===== config.mk =====
export PLATFORM = sky130hd
export DESIGN_NAME = tap_controller_flat
export DESIGN_NICKNAME = d
export VERILOG_FILES = /design/src/rtl/tap_controller_if.sv /design/src/rtl/tap_controller.sv /design/src/flat_wrapper.sv
export SDC_FILE = /design/constraint.sdc
export NUM_CORES = 1
export LEC_CHECK = 0
export CORE_UTILIZATION = 43
export CTS_CLUSTER_DIAMETER = 30
export DETAILED_ROUTE_END_ITERATION = 16
export PLACE_DENSITY = 0.76
export SYNTH_ARGS = -nofsm -noshare
export SYNTH_HDL_FRONTEND = slang
export SYNTH_SLANG_ARGS = --single-unit

===== constraint.sdc =====
create_clock -name TCK -period 1.67 [get_ports TCK]
set_input_delay 0.334 -clock TCK [delete_from_list [all_inputs] [get_ports TCK]]
set_output_delay 0.334 -clock TCK [all_outputs]
set_load 0.02 [all_outputs]

===== src/rtl/tap_controller_if.sv =====
// JTAG pin and data-register control bundle between the board side and the TAP controller.
// Pure wiring; TCK and TRSTn travel as plain ports beside it.
interface tap_controller_if #(
    parameter int IrWidth = 4
);
    logic               TMS;
    logic               TDI;
    logic               BypassTDO;
    logic               DataTDO;
    logic [3:0]         State;
    logic               TLResetN;
    logic               CaptureDR;
    logic               ShiftDR;
    logic               ClockDR;
    logic               UpdateDR;
    logic [IrWidth-1:0] Instruction;
    logic               ExtestSelect;
    logic               SampleSelect;
    logic               IdcodeSelect;
    logic               BypassSelect;
    logic               TDO;
    logic               TDOEnable;

    modport master (
        output TMS, TDI, BypassTDO, DataTDO,
        input  State, TLResetN, CaptureDR, ShiftDR, ClockDR, UpdateDR, Instruction,
               ExtestSelect, SampleSelect, IdcodeSelect, BypassSelect, TDO, TDOEnable
    );

    modport slave (
        input  TMS, TDI, BypassTDO, DataTDO,
        output State, TLResetN, CaptureDR, ShiftDR, ClockDR, UpdateDR, Instruction,
               ExtestSelect, SampleSelect, IdcodeSelect, BypassSelect, TDO, TDOEnable
    );
endinterface


===== src/rtl/tap_controller.sv =====
// IEEE 1149.1 TAP: 16-state FSM, IR, one-hot DR selects, ClockDR/UpdateDR and falling-edge TDO mux.
// State moves on rising TCK; strobes and TDO are retimed half a cycle later; no backpressure.
module tap_controller #(
    parameter int                 IrWidth      = 4,
    parameter logic [IrWidth-1:0] ExtestOpcode = 4'b0000,
    parameter logic [IrWidth-1:0] SampleOpcode = 4'b0011,
    parameter logic [IrWidth-1:0] IdcodeOpcode = 4'b0010,
    parameter logic [IrWidth-1:0] IrCapture    = 4'b0001
) (
    input  logic            TCK,
    input  logic            TRSTn,
    tap_controller_if.slave jtag
);

    typedef enum logic [3:0] {
        TLR      = 4'hF,
        RTI      = 4'hC,
        SEL_DR   = 4'h7,
        CAP_DR   = 4'h6,
        SH_DR    = 4'h2,
        EX1_DR   = 4'h1,
        PAUSE_DR = 4'h3,
        EX2_DR   = 4'h0,
        UPD_DR   = 4'h5,
        SEL_IR   = 4'h4,
        CAP_IR   = 4'hE,
        SH_IR    = 4'hA,
        EX1_IR   = 4'h9,
        PAUSE_IR = 4'hB,
        EX2_IR   = 4'h8,
        UPD_IR   = 4'hD
    } tap_state_t;

    tap_state_t         state;
    tap_state_t         state_nxt;
    logic [IrWidth-1:0] ir_shift;
    logic [IrWidth-1:0] instr;
    logic               clk_en;
    logic               update_dr;
    logic               tdo;
    logic               tdo_en;
    logic               sel_extest;
    logic               sel_sample;
    logic               sel_idcode;
    logic               sel_bypass;

    always_ff @(posedge TCK or negedge TRSTn) begin
        if (!TRSTn) begin
            state <= TLR;
        end else begin
            state <= state_nxt;
        end
    end

    always_comb begin
        state_nxt = state;
        case (state)
            TLR:      state_nxt = jtag.TMS ? TLR      : RTI;
            RTI:      state_nxt = jtag.TMS ? SEL_DR   : RTI;
            SEL_DR:   state_nxt = jtag.TMS ? SEL_IR   : CAP_DR;
            CAP_DR:   state_nxt = jtag.TMS ? EX1_DR   : SH_DR;
            SH_DR:    state_nxt = jtag.TMS ? EX1_DR   : SH_DR;
            EX1_DR:   state_nxt = jtag.TMS ? UPD_DR   : PAUSE_DR;
            PAUSE_DR: state_nxt = jtag.TMS ? EX2_DR   : PAUSE_DR;
            EX2_DR:   state_nxt = jtag.TMS ? UPD_DR   : SH_DR;
            UPD_DR:   state_nxt = jtag.TMS ? SEL_DR   : RTI;
            SEL_IR:   state_nxt = jtag.TMS ? TLR      : CAP_IR;
            CAP_IR:   state_nxt = jtag.TMS ? EX1_IR   : SH_IR;
            SH_IR:    state_nxt = jtag.TMS ? EX1_IR   : SH_IR;
            EX1_IR:   state_nxt = jtag.TMS ? UPD_IR   : PAUSE_IR;
            PAUSE_IR: state_nxt = jtag.TMS ? EX2_IR   : PAUSE_IR;
            EX2_IR:   state_nxt = jtag.TMS ? UPD_IR   : SH_IR;
            UPD_IR:   state_nxt = jtag.TMS ? SEL_DR   : RTI;
            default:  state_nxt = TLR;
        endcase
    end

    // IR shift stage: LSB leaves first, TDI enters at the MSB.
    always_ff @(posedge TCK or negedge TRSTn) begin
        if (!TRSTn) begin
            ir_shift <= IrCapture;
        end else if (state == CAP_IR) begin
            ir_shift <= IrCapture;
        end else if (state == SH_IR) begin
            ir_shift <= {jtag.TDI, ir_shift[IrWidth-1:1]};
        end
    end

    // Falling-edge side: the instruction and every DR strobe settle while TCK is low,
    // so ClockDR gating cannot glitch and selects are stable before the next Capture-DR.
    always_ff @(negedge TCK or negedge TRSTn) begin
        if (!TRSTn) begin
            instr     <= IdcodeOpcode;
            clk_en    <= 1'b0;
            update_dr <= 1'b0;
            tdo       <= 1'b0;
            tdo_en    <= 1'b0;
        end else begin
            if (state == TLR) begin
                instr <= IdcodeOpcode;
            end else if (state == UPD_IR) begin
                instr <= ir_shift;
            end
            clk_en    <= (state == CAP_DR) || (state == SH_DR);
            update_dr <= (state == UPD_DR);
            tdo_en    <= (state == SH_IR) || (state == SH_DR);
            if (state == SH_IR) begin
                tdo <= ir_shift[0];
            end else if (state == SH_DR) begin
                tdo <= sel_bypass ? jtag.BypassTDO : jtag.DataTDO;
            end
        end
    end

    always_comb begin
        sel_extest = 1'b0;
        sel_sample = 1'b0;
        sel_idcode = 1'b0;
        sel_bypass = 1'b0;
        if (instr == ExtestOpcode) begin
            sel_extest = 1'b1;
        end else if (instr == SampleOpcode) begin
            sel_sample = 1'b1;
        end else if (instr == IdcodeOpcode) begin
            sel_idcode = 1'b1;
        end else begin
            sel_bypass = 1'b1;
        end
    end

    assign jtag.State        = state;
    assign jtag.TLResetN     = (state != TLR);
    assign jtag.CaptureDR    = (state == CAP_DR);
    assign jtag.ShiftDR      = (state == SH_DR);
    assign jtag.ClockDR      = TCK & clk_en;
    assign jtag.UpdateDR     = update_dr;
    assign jtag.Instruction  = instr;
    assign jtag.ExtestSelect = sel_extest;
    assign jtag.SampleSelect = sel_sample;
    assign jtag.IdcodeSelect = sel_idcode;
    assign jtag.BypassSelect = sel_bypass;
    assign jtag.TDO          = tdo;
    assign jtag.TDOEnable    = tdo_en;

endmodule


===== src/flat_wrapper.sv =====
// flat-port wrapper written by rule: the top's interface ports become plain ports
module tap_controller_flat 
#(
    parameter int                 IrWidth      = 4,
    parameter logic [IrWidth-1:0] ExtestOpcode = 4'b0000,
    parameter logic [IrWidth-1:0] SampleOpcode = 4'b0011,
    parameter logic [IrWidth-1:0] IdcodeOpcode = 4'b0010,
    parameter logic [IrWidth-1:0] IrCapture    = 4'b0001
)
  (TCK, TRSTn, jtag_TMS, jtag_TDI, jtag_BypassTDO, jtag_DataTDO, jtag_State, jtag_TLResetN, jtag_CaptureDR, jtag_ShiftDR, jtag_ClockDR, jtag_UpdateDR, jtag_Instruction, jtag_ExtestSelect, jtag_SampleSelect, jtag_IdcodeSelect, jtag_BypassSelect, jtag_TDO, jtag_TDOEnable);
  tap_controller_if #(.IrWidth(IrWidth)) jtag_i ();
  input  logic TCK;
  input  logic TRSTn;
  input wire logic [$bits(jtag_i.TMS)-1:0] jtag_TMS;
  input wire logic [$bits(jtag_i.TDI)-1:0] jtag_TDI;
  input wire logic [$bits(jtag_i.BypassTDO)-1:0] jtag_BypassTDO;
  input wire logic [$bits(jtag_i.DataTDO)-1:0] jtag_DataTDO;
  output wire logic [$bits(jtag_i.State)-1:0] jtag_State;
  output wire logic [$bits(jtag_i.TLResetN)-1:0] jtag_TLResetN;
  output wire logic [$bits(jtag_i.CaptureDR)-1:0] jtag_CaptureDR;
  output wire logic [$bits(jtag_i.ShiftDR)-1:0] jtag_ShiftDR;
  output wire logic [$bits(jtag_i.ClockDR)-1:0] jtag_ClockDR;
  output wire logic [$bits(jtag_i.UpdateDR)-1:0] jtag_UpdateDR;
  output wire logic [$bits(jtag_i.Instruction)-1:0] jtag_Instruction;
  output wire logic [$bits(jtag_i.ExtestSelect)-1:0] jtag_ExtestSelect;
  output wire logic [$bits(jtag_i.SampleSelect)-1:0] jtag_SampleSelect;
  output wire logic [$bits(jtag_i.IdcodeSelect)-1:0] jtag_IdcodeSelect;
  output wire logic [$bits(jtag_i.BypassSelect)-1:0] jtag_BypassSelect;
  output wire logic [$bits(jtag_i.TDO)-1:0] jtag_TDO;
  output wire logic [$bits(jtag_i.TDOEnable)-1:0] jtag_TDOEnable;
  assign jtag_i.TMS = jtag_TMS;
  assign jtag_i.TDI = jtag_TDI;
  assign jtag_i.BypassTDO = jtag_BypassTDO;
  assign jtag_i.DataTDO = jtag_DataTDO;
  assign jtag_State = jtag_i.State;
  assign jtag_TLResetN = jtag_i.TLResetN;
  assign jtag_CaptureDR = jtag_i.CaptureDR;
  assign jtag_ShiftDR = jtag_i.ShiftDR;
  assign jtag_ClockDR = jtag_i.ClockDR;
  assign jtag_UpdateDR = jtag_i.UpdateDR;
  assign jtag_Instruction = jtag_i.Instruction;
  assign jtag_ExtestSelect = jtag_i.ExtestSelect;
  assign jtag_SampleSelect = jtag_i.SampleSelect;
  assign jtag_IdcodeSelect = jtag_i.IdcodeSelect;
  assign jtag_BypassSelect = jtag_i.BypassSelect;
  assign jtag_TDO = jtag_i.TDO;
  assign jtag_TDOEnable = jtag_i.TDOEnable;
  tap_controller #(.IrWidth(IrWidth), .ExtestOpcode(ExtestOpcode), .SampleOpcode(SampleOpcode), .IdcodeOpcode(IdcodeOpcode), .IrCapture(IrCapture)) u_core (.TCK(TCK), .TRSTn(TRSTn), .jtag(jtag_i));
endmodule

==> metrics.md, run 1 <==
| Metric | Value |
|---|---|
| Run status | `finished with violations` |
| Violated checks | `DRC, setup timing` |
| Worst-margin pin slew | `0.278 ns` |
| VDD IR-drop max | `1.42 mV` |
| First-pass GRT wire length | `4060 um` |
| CTS hold repair buffers | `0` |
| CP max FO | `4` |
| Placed cell area | `1170 um2` |
| Top layer in use | `met4` |
| DR WL/cell | `21.3 um` |
| Final setup violation count | `27` |
| Critical path startpoint category | `flip-flop` |
| First-pass DRT Iterations | `13` |
| GRT Overall Usage | `0.307` |
| Ys Warns | `0` |
| Routed vias/inst | `6.08` |
| Initial antenna violation count | `0` |
| Data arrival, critical path | `2.23 ns` |
| Synth top area share | `0.232` |
| Hold_ws | `0.381 ns` |
| Final Hold Viols | `0` |
| Area share of and/or/nand/nor cells after synthesis | `0.275` |
| Post-synthesis compound-gate area fraction | `0.128` |
| N_diodes | `0` |
| Final ANT Viol Nets | `0` |
| Layout cells sized above 1 | `0.610` |
| Mapped Area | `754 um2` |
| Critical path class | `reg -> out` |
| Final instance area | `1460 um2` |
| Area of the multi-input gates | `439 um2` |
| Vias | `954` |
| Final Max Tran Viols | `0` |
| Post-synth EDFFs | `0` |
| Post-Synthesis Cells | `84` |
| CTS clk-pin slew, worst paths | `0.10 ns` |
| DRT met1 WL | `1160 um` |
| Fillers | `53` |
| Detailed placer's ending HPWL | `1380 um` |
| Synth Area in XOR/XNOR | `0` |
| Min-delay worst type | `in -> async` |
| FF/Latch Area | `408 um2` |
| Die height | `43.9 um` |
| Number of global-route vias before repair | `890` |
| Adder-cell share of the synthesized area | `0` |
| Post-Syn Area per Cell | `8.98 um2` |
| Mux share of post-synthesis cell area | `0.0133` |
| Main synth FF type | `dfrtn_1` |
| Worst Clk Skew | `0.0694 ns` |
| Commonest cells after routing, fill and taps aside | `buf_6 (22), buf_4 (22), nand2_1 (8)` |
| Row cnt | `14` |
| # IOs | `25` |
| Register area share after synthesis | `0.541` |
| Rel. slew slack | `0.814` |
| Maxcap violations | `0` |
| Syn_nets | `90` |
| Drc violations | `3` |
| Met2 Wirelength | `1660 um` |
| Top post-synthesis cells by area | `dfrtn_1 (23%), dfstp_2 (21%), dfrtp_1 (10%)` |
| Yosys cell types | `26` |
| Unrepaired setup endpoints after global routing | `true` |
| CP endpoint kind | `output pin` |
| Total Wirelength | `3350 um` |
| Die ar. | `1930 um2` |
| CTS tree | `yes` |
| Power per cell area | `2240 nW/um2` |
| Critical Path RT | `1.34 ns` |
| # port buffers | `24` |
| Clock Latency Late Sink | `0.48 ns` |
| Yosys top cell by area | `dfrtn_1` |
| Lkg Pwr | `0.697 nW` |
| Final global-route overflow total | `0` |
| GPL Wtd Cong | `0.708` |
| Initial DRC count | `64` |
| Largest family of logic cells by synthesized area | `simple AND/OR/NAND/NOR gates` |
| Area growth syn-to-layout | `93.4%` |
| Count of state elements after synthesis | `16` |
| Final worst slack | `-0.892 ns` |
| Core region area | `1580 um2` |
| DIE WIDTH | `43.9 um` |
| Synth async-reset ratio | `1.00` |
| Final #Nets | `148` |
| DR WL met3 | `326 um` |
| Effective utilization at floorplan | `0.479` |
| Largest net degree at the start of global routing | `15` |
==> cells in the mapped netlist, drive strengths merged (2+ instances only) <==
library cell  count
a21oi             2
and2              2
buf               2
clkbuf            2
dfrtn             7
dfrtp             3
dfstp             6
inv               4
nand2            13
nand2b            7
nand3             3
nor2             10
o21ai            11
==> layout make-up <==
| cell class | count | area share |
|---|---|---|
| clock buffer | 8 | 0.0480 |
| clock inverter | 1 | 0.00257 |
| inverter | 3 | 0.00772 |
| multi-input combinational | 60 | 0.301 |
| sequential | 16 | 0.280 |
| tap | 16 | 0.0137 |
| timing repair buffer | 53 | 0.347 |
==> flip-flops by register name, indices dropped and copies added, names as in the netlist <==
register                 count
u_core.jtag.TDO              1
u_core.jtag.UpdateDR         1
u_core.clk_en                1
u_core.jtag.Instruction      4
u_core.jtag.State            4
u_core.ir_shift              4
u_core.jtag.TDOEnable        1
==> per-layer routing <==
metal / global-route usage / vias up
li1: - / 395
met1: 0.348 / 439
met2: 0.513 / 97
met3: 0.0667 / 23
met4: 0.212 / 0
met5: 0 / -
==> per-stage QoR <==
step | setup TNS (ns) | util | setup WS (ns) | cells | power, W
final | -12.21 | 0.925 | -0.892 | 157 | 0.00326
after global routing | -13.04 | 0.925 | -0.936 | 157 | 0.00336
after CTS | -10.82 | 0.885 | -0.843 | 155 | 0.00293
after detailed placement | -10.72 | 0.744 | -0.840 | 137 | 0.00219
after global placement | -10.20 | 0.744 | -0.804 | 137 | 0.00212
after floorplan | -4.43 | - | -0.509 | 84 | 0.00153
==> power by group <==
group | switching (W) | internal (W) | total (W)
clock | 0.000183 | 0.000231 | 0.000413
sequential | 0.000175 | 0.000592 | 0.000767
combinational | 0.00106 | 0.00102 | 0.00208
==> worst paths after layout <==
check / start / end / slack [ns] / cells past startpoint
worst max-delay path: u_core.jtag.Instruction[1] / jtag_BypassSelect / -0.89 / 3
worst min-delay path: TRSTn / u_core.ir_shift[3] / 0.38 / 2
worst max register to register: u_core.jtag.State[2] / u_core.jtag.TDO / -0.60 / 5
worst min register to register: u_core.ir_shift[0] / u_core.ir_shift[0] / 0.57 / 2
max in group asynchronous: TRSTn / u_core.clk_en / 0.45 / 2
min in group TCK: jtag_TDI / u_core.ir_shift[3] / 0.51 / 3
==> critical path: stages (launching register included) <==
cell	delay, ns
dfstp_2	0.59
buf_6	0.13
o21ai_4	0.05
buf_6	0.14
==> timing repair <==
item                                    in CTS  in global routing
gates resized for setup                    130                 20
buffers inserted                            11                  6
pin swaps                                    3                  2
endpoints found under the setup margin      28                 28
hold endpoints to repair                     0                  0
==> cell families (layout without fill, tap and decap cells) <==
| family | Yosys count | after routing |
|---|---|---|
| simple gates | 42 | 42 |
| compound gates | 17 | 17 |
| flops | 16 | 16 |
| buf+inv | 8 | 65 |
| mux | 1 | 1 |
(Power assumes the default switching activity.)
==> run 2: changes to the inputs <==
- CORE_ASPECT_RATIO: not set -> 0.75
==> run 2 against run 1 <==
  * The run ends with setup timing left
  * Via count is 7.4% higher
  * Total power up 5.2%
  * Sequential power barely moved
  * Final area grew 4.5%
  * Sequential share of layout area is 1.2 points lower
  * Register-to-register slack better by 0.03 ns
  * Flip-flop and latch count unchanged
  * Global-route usage shrank 1.8 points
  * Utilization increased by 5.1 points
  * Critical endpoint unchanged
==> metrics.md, run 2 (synthesis results as in run 1) <==
| Metric | Value |
|---|---|
| Initial DRC count | `67` |
| DR WL/cell | `23.6 um` |
| Vias | `1025` |
| Reg2reg end | `u_core.jtag.TDO` |
| Die ar. | `1930 um2` |
| Worst-margin pin slew | `0.318 ns` |
| GRT Overall Usage | `0.289` |
| DIE WIDTH | `50.4 um` |
| Final Max Tran Viols | `0` |
| Critical path startpoint category | `flip-flop` |
| Row cnt | `12` |
| Run status | `finished with violations` |
| Layout cells sized above 1 | `0.619` |
| Clock Latency Late Sink | `0.50 ns` |
| Reg2Reg Launch Point | `u_core.jtag.State[1]` |
| Core region area | `1560 um2` |
| Initial antenna violation count | `0` |
| Final ANT Viol Nets | `0` |
| Final global-route overflow total | `0` |
| # port buffers | `24` |
| First-pass DRT Iterations | `5` |
| Critical path class | `reg -> out` |
| CTS tree | `yes` |
| CP endpoint kind | `output pin` |
| Final worst slack | `-0.942 ns` |
| Total Wirelength | `3960 um` |
| Final Hold Viols | `0` |
| Critical Path RT | `1.34 ns` |
| CTS hold repair buffers | `0` |
| GPL Wtd Cong | `0.729` |
| CTS clk-pin slew, worst paths | `0.10 ns` |
| Min-delay worst type | `in -> async` |
| Placed cell area | `1190 um2` |
| Power per cell area | `2250 nW/um2` |
| Final #Nets | `154` |
| Lkg Pwr | `0.724 nW` |
| Setup TNS | `-12.34 ns` |
| # IOs | `25` |
| Largest net degree at the start of global routing | `15` |
| DP Worst Slack | `-0.858 ns` |
| Final setup violation count | `27` |
| Number of global-route vias before repair | `803` |
| Unrepaired setup endpoints after global routing | `true` |
| Die height | `38.3 um` |
| Detailed placer's ending HPWL | `1300 um` |
| Worst Clk Skew | `0.0738 ns` |
| N_diodes | `0` |
| Effective utilization at floorplan | `0.483` |
| VDD IR-drop max | `1.63 mV` |
| Maxcap violations | `0` |
| R2R Setup Slk | `-0.57 ns` |
| Drc violations | `0` |
| Rel. slew slack | `0.787` |
| Violated checks | `setup timing` |
| Leading cell type in the layout, fill and taps excluded | `buf_4` |
| Routed vias/inst | `6.10` |
| Data arrival, critical path | `2.28 ns` |
| Final instance area | `1520 um2` |
| Total Power | `0.00343 W` |
| First-pass GRT wire length | `3800 um` |
| CP max FO | `3` |
| Worst-case reg-to-reg path depth | `3` |
| Area growth syn-to-layout | `102%` |
| Commonest cells after routing, fill and taps aside | `buf_4 (26), buf_6 (23), nand2_1 (8)` |
-- run 2: power breakdown --
group          internal [W]  leakage, nW  total, W  switching [W]
Clock              0.000186       0.0450  0.000379       0.000194
Combinational       0.00112        0.481   0.00229        0.00117
Sequential         0.000592        0.198  0.000764       0.000172
-- run 2: how the worst max path moves through the flow --
stage,to,start,depth (start not counted)
3_5_place_dp,jtag_ExtestSelect,u_core.jtag.Instruction[1],2
4_1_cts,jtag_BypassSelect,u_core.jtag.Instruction[1],3
2_1_floorplan,u_core.jtag.TDO,u_core.jtag.State[1],3
3_3_place_gp,jtag_SampleSelect,u_core.jtag.Instruction[1],3
6_report,jtag_BypassSelect,u_core.jtag.Instruction[0],3
5_1_grt,jtag_IdcodeSelect,u_core.jtag.Instruction[1],3
-- run 2: area by class of cell --
class / instances / area, um2
timing repair buffer: 59 / 568
multi-input combinational: 60 / 447
sequential: 16 / 408
clock buffer: 7 / 56.3
fill: 23 / 37.5
tap: 21 / 26.3
inverter: 3 / 11.3
clock inverter: 2 / 7.51
-- run 2: stage by stage --
| stage | hold WS (ns) | cells | util |
|---|---|---|---|
| 2_1_floorplan | 0.0384 | 84 | - |
| 3_3_place_gp | 0.478 | 143 | 0.760 |
| 3_5_place_dp | 0.484 | 143 | 0.760 |
| 4_1_cts | 0.433 | 159 | 0.861 |
| 5_1_grt | 0.469 | 168 | 0.976 |
| 6_report | 0.439 | 168 | 0.976 |
-- run 2: worst max-delay path: stages, from the launching register on --
cell,delay (ns)
dfrtn_1,0.53
inv_1,0.16
o21ai_4,0.18
buf_6,0.13
-- run 2: per-layer routing --
metal  track usage  vias to the layer above  routed length (um)
li1              -                      410                   -
met2         0.510                      107                1760
met5             0                        -                   0
met1         0.325                      472                1370
met4         0.132                        0                 261
met3        0.0952                       36                 565
-- run 2: what timing repair did --
action	in CTS	in global routing
gates resized for setup	117	30
pin swaps	2	6
gates cloned	0	1
endpoints found under the setup margin	28	26
setup buffers	9	9
